===== src/rtl/demux1to2_stream.sv =====
// 1-to-2 stream demultiplexer. A registered FIFO sits on each output channel
// so that a stalled channel never blocks beats addressed to the other one.

module demux1to2_stream_chan #(
    parameter int WIDTH = 8,
    parameter int DEPTH = 2
) (
    input  logic             clk,
    input  logic             rst_n,
    input  logic             i_push,
    input  logic [WIDTH-1:0] i_data,
    input  logic             i_ready,
    output logic [WIDTH-1:0] o_data,
    output logic             o_valid,
    output logic             o_full,
    output logic [7:0]       o_cnt
);
    localparam int AW = $clog2(DEPTH);

    // Pointers carry one extra wrap bit so that full and empty can be told apart.
    logic [AW:0]                  r_wptr, r_rptr;
    logic [DEPTH-1:0][WIDTH-1:0]  r_mem;
    logic [7:0]                   r_cnt;
    logic                         w_empty, w_pop;

    assign w_empty = (r_wptr == r_rptr);
    assign o_full  = (r_wptr[AW] != r_rptr[AW]) && (r_wptr[AW-1:0] == r_rptr[AW-1:0]);
    assign w_pop   = !w_empty && i_ready;
    assign o_valid = !w_empty;
    assign o_data  = w_empty ? '0 : r_mem[r_rptr[AW-1:0]];
    assign o_cnt   = r_cnt;

    always_ff @(posedge clk) begin
        if (i_push) r_mem[r_wptr[AW-1:0]] <= i_data;
    end

    always_ff @(posedge clk or negedge rst_n) begin
        if (!rst_n) begin
            r_wptr <= '0;
            r_rptr <= '0;
            r_cnt  <= '0;
        end else begin
            if (i_push) r_wptr <= r_wptr + (AW+1)'(1);
            if (w_pop) begin
                r_rptr <= r_rptr + (AW+1)'(1);
                r_cnt  <= r_cnt + 8'd1;
            end
        end
    end
endmodule

module demux1to2_stream #(
    parameter int WIDTH = 8,
    parameter int DEPTH = 2
) (
    input  logic             clk,
    input  logic             rst_n,
    input  logic [WIDTH-1:0] in_data,
    input  logic             in_sel,
    input  logic             in_valid,
    output logic             in_ready,
    output logic [WIDTH-1:0] out0_data,
    output logic             out0_valid,
    input  logic             out0_ready,
    output logic [WIDTH-1:0] out1_data,
    output logic             out1_valid,
    input  logic             out1_ready,
    output logic [7:0]       cnt0,
    output logic [7:0]       cnt1
);
    localparam int NCH = 2;

    logic [NCH-1:0][WIDTH-1:0] w_out_data;
    logic [NCH-1:0][7:0]       w_cnt;
    logic [NCH-1:0]            w_out_valid, w_out_ready, w_full, w_push;

    // Readiness depends only on the addressed channel's occupancy, and is held
    // low while reset is asserted.
    assign in_ready    = rst_n && !w_full[in_sel];
    assign w_out_ready = {out1_ready, out0_ready};

    for (genvar ch = 0; ch < NCH; ch++) begin : g_ch
        assign w_push[ch] = in_valid && in_ready && (in_sel == 1'(ch));

        demux1to2_stream_chan #(.WIDTH(WIDTH), .DEPTH(DEPTH)) u_chan (
            .clk     (clk),
            .rst_n   (rst_n),
            .i_push  (w_push[ch]),
            .i_data  (in_data),
            .i_ready (w_out_ready[ch]),
            .o_data  (w_out_data[ch]),
            .o_valid (w_out_valid[ch]),
            .o_full  (w_full[ch]),
            .o_cnt   (w_cnt[ch])
        );
    end

    assign out0_data  = w_out_data[0];
    assign out1_data  = w_out_data[1];
    assign out0_valid = w_out_valid[0];
    assign out1_valid = w_out_valid[1];
    assign cnt0       = w_cnt[0];
    assign cnt1       = w_cnt[1];
endmodule


===== config.mk =====
export PLATFORM = sky130hd
export DESIGN_NAME = demux1to2_stream
export DESIGN_NICKNAME = d
export VERILOG_FILES = /design/src/rtl/demux1to2_stream.sv
export SDC_FILE = /design/constraint.sdc
export NUM_CORES = 1
export LEC_CHECK = 0
export CORE_MARGIN = 3
export CORE_UTILIZATION = 50
export DETAILED_ROUTE_END_ITERATION = 10
export PLACE_DENSITY = 0.78
export SYNTH_ARGS = -nofsm -noshare
export SYNTH_HDL_FRONTEND = slang
export SYNTH_HIERARCHICAL = 1
export SYNTH_SLANG_ARGS = --single-unit
export TNS_END_PERCENT = 50

===== constraint.sdc =====
create_clock -name clk -period 2.1 [get_ports clk]
set_input_delay 0.21 -clock clk [delete_from_list [all_inputs] [get_ports clk]]
set_output_delay 0.21 -clock clk [all_outputs]
set_load 0.01 [all_outputs]

==> summary.md <==
| Metric | Value |
|---|---|
| Crit Path Max Fanout | `9` |
| Starting Density | `53.15%` |
| Fin crit period | `2.020 ns` |
| H-tree Lvls | `2` |
| Syn Inst Count | `167` |
| GRT Resource Usage Total | `17.55%` |
| Yosys reg bits | `56` |
| Status | `completed` |
| Max_cap viols | `0` |
| # fillers | `310` |
| Share of layout cells above drive strength 1 | `14.66%` |
| Worst setup SP type | `register` |
| Vias in the first global route | `1510` |
| Power Density | `1579 nW/um^2` |
| Core ar. | `4444 um^2` |
| Routed len/inst | `16.96 um` |
| Routed WL | `4818 um` |
| Crit. End Element | `register` |
| Cell variety after synth | `24` |
| First-pass GRT wire length | `7251 um` |
| Die W | `74.74 um` |
| Clk sink count | `56` |
| Syn_area_per_cell | `14.15 um^2` |
| Peak supply drop | `0.8455 mV` |
| Max clock buf depth | `2` |
| Area growth, synth to finish | `35.38%` |
| Post-synthesis cell area | `2362 um^2` |
| Post-synth ARST share | `42.86%` |
| Tightest Pin Transition | `0.5195 ns` |
| First DRT Iteration DRCs | `112` |
| Fin crit share | `96.17%` |
| Site Rows | `24` |
| Synth Area in Simple Gates | `7.945%` |
| Switching part of the total | `37.92%` |
| Antenna diodes | `0` |
| GPL Wtd Cong | `0.8147` |
| Seq pwr share | `34.4%` |
| Fin. max-slew vios | `0` |
| Seq/Total Area, Yosys | `66.10%` |
| Clk network pwr share | `14.1%` |
| Post-route antenna net violation count | `0` |
| Max frequency | `495.1 MHz` |
| Largest net degree at the start of global routing | `26` |
| Critical path data arrival time | `1.99 ns` |
| Setup CP Type | `register to register` |
| Gate power share | `51.5%` |
| # port buffers | `48` |
| Post-DP HPWL | `3278 um` |
| Worst EP required | `2.07 ns` |
| Largest family of logic cells by synthesized area | `XOR/XNOR gates` |
| Ys flop type | `edfxtp_1` |
| Final Non-Filler Cells | `284` |
| Worst-path clk slew | `0.10 ns` |
| TritonCTS Buffers | `5` |
| Routed vias/inst | `5.423` |
| Sw Pwr | `1.915 mW` |
| Die Span Y | `74.74 um` |
| TritonCTS clock tree | `done` |
| I/O pin cnt | `49` |
| Post-Place Cells | `271` |
| Yosys warning count | `6` |
| Hold Path Class | `primary input to asynchronous set/reset pin` |
| Root buf cell | `clkbuf_8` |
| Synthesized net count | `183` |
| Number of synthesized flops with an enable pin | `32` |
| Final Hold Fails | `0` |
| Pleak | `1.390 nW` |
| Layout Nets | `247` |
| Vias | `1540` |
| GRT overflow | `0` |
| Die Area | `5585 um^2` |
| Cell internal pwr | `3.134 mW` |
| Setup TNS | `0 ns` |
| Clk_skew | `0.009255 ns` |
| Initial antenna violation count | `0` |
| Compound-gate portion of the synthesized area | `4.873%` |
| Setup violators final | `0` |
| Relative max-transition margin | `65.12%` |
| Synth Area in Adders | `1.059%` |
| Later-pin clock latency in the skew report | `0.31 ns` |
| Synth Area in XOR/XNOR | `11.12%` |
| Mux contribution to synthesized area | `8.157%` |
| Overall power | `5.048 mW` |
| # DRC | `0` |
| DRT Pass-1 Iters | `4` |
-- routing by layer --
layer | track usage [%] | vias to the layer above | part of all wire, %
li1 | - | 723 | -
met1 | 20.04 | 761 | 41
met2 | 31.12 | 50 | 52
met3 | 5.874 | 6 | 6.1
met4 | 5.534 | 0 | 1.0
met5 | 0 | - | 0
-- cells in the final DEF, fill, tap and decap left out, types with 7 or more instances in the layout --
cell type | synthesis | final
xor2_1 | 20 | 16
buf_4 | 0 | 9
edfxtp_1 | 32 | 32
dlymetal6s2s_1 | 0 | 11
clkdlybuf4s50_1 | 0 | 37
nand2_1 | 7 | 7
mux2i_1 | 17 | 17
xnor2_1 | 10 | 10
dfrtp_1 | 24 | 21
nor2_1 | 20 | 18
-- kinds of logic (layout without fill, tap and decap cells) --
kind of cell / count (synthesis) / in the layout
buffers and inverters: 4 / 68
adders and majority gates: 2 / 2
and+or+nand+nor: 40 / 41
DFF: 56 / 56
xor gates and xnor gates: 30 / 30
muxes: 19 / 19
AOI/OAI and AO/OA: 16 / 16
-- critical path, cell delays in order, from the launching register on --
cell	delay [ns]
dfrtp_1	0.42
xor2_2	0.28
nor2_1	0.11
nor3b_1	0.39
and2_1	0.48
-- what timing repair did --
| action | in CTS | in global routing |
|---|---|---|
| hold buffers | 0 | 0 |
| setup buffers | 0 | 4 |
| gates resized for setup | 10 | 15 |
| endpoints found under the setup margin | 19 | 17 |
| cloned | 0 | 1 |
| pin swaps | 1 | 5 |
-- metrics by stage --
stage	worst slack, ns	hold slack (ns)	util, %	area (um^2)
2_1_floorplan	0.1840	-0.08559	-	2362
3_3_place_gp	0.1636	0.4561	66.22	2943
3_5_place_dp	0.09449	0.4591	66.22	2943
4_1_cts	-0.02526	0.2938	70.13	3117
5_1_grt	-0.01420	0.3184	71.96	3198
6_report	0.08037	0.2874	71.96	3198
-- cell usage after synthesis (4+ instances only) --
master | n | area (um^2)
mux2i_1 | 17 | 170.2
nor2_1 | 20 | 75.07
a211oi_1 | 4 | 30.03
nand2_1 | 7 | 26.28
xnor2_1 | 10 | 87.58
a21oi_1 | 6 | 30.03
dfrtp_1 | 24 | 600.6
edfxtp_1 | 32 | 960.9
xor2_1 | 20 | 175.2
nand4_1 | 6 | 37.54
-- power by group through the flow --
stage	clock, mW	combinational, mW	sequential (mW)
floorplan	0	1.19	1.72
global placement	0	2.33	1.67
detailed placement	0	2.40	1.70
CTS	0.725	2.52	1.72
global route	0.781	2.81	1.77
finish	0.713	2.60	1.74
-- path summary, 6_finish.rpt --
path / start / to / slack (ns) / cells past startpoint
max: g_ch[1].u_chan/r_wptr[0] / g_ch[1].u_chan/r_mem[12] / 0.08 / 4
min: rst_n / g_ch[0].u_chan/o_cnt[6] / 0.29 / 2
max reg2reg: g_ch[1].u_chan/r_wptr[0] / g_ch[1].u_chan/r_mem[12] / 0.08 / 4
min reg2reg: g_ch[1].u_chan/o_cnt[7] / g_ch[1].u_chan/o_cnt[7] / 0.48 / 1
max in group asynchronous: rst_n / g_ch[0].u_chan/r_wptr[0] / 1.55 / 2
min in group clk: g_ch[1].u_chan/o_cnt[7] / g_ch[1].u_chan/o_cnt[7] / 0.48 / 1
-- cell type report --
class	count	area, um^2	share of cell area, %
timing repair buffer	58	586.8	18.35
inverter	2	7.507	0.2347
clock inverter	3	47.55	1.487
sequential	56	1565	48.94
tap	52	65.06	2.034
clock buffer	5	68.82	2.152
multi-input combinational	108	857.1	26.80
-- registers in the layout, indices dropped and copies added, names as in the netlist --
name / flops
g_ch.u_chan/r_mem: 32
g_ch.u_chan/o_cnt: 16
g_ch.u_chan/r_wptr: 4
g_ch.u_chan/r_rptr: 4
(Power assumes the default switching activity.)
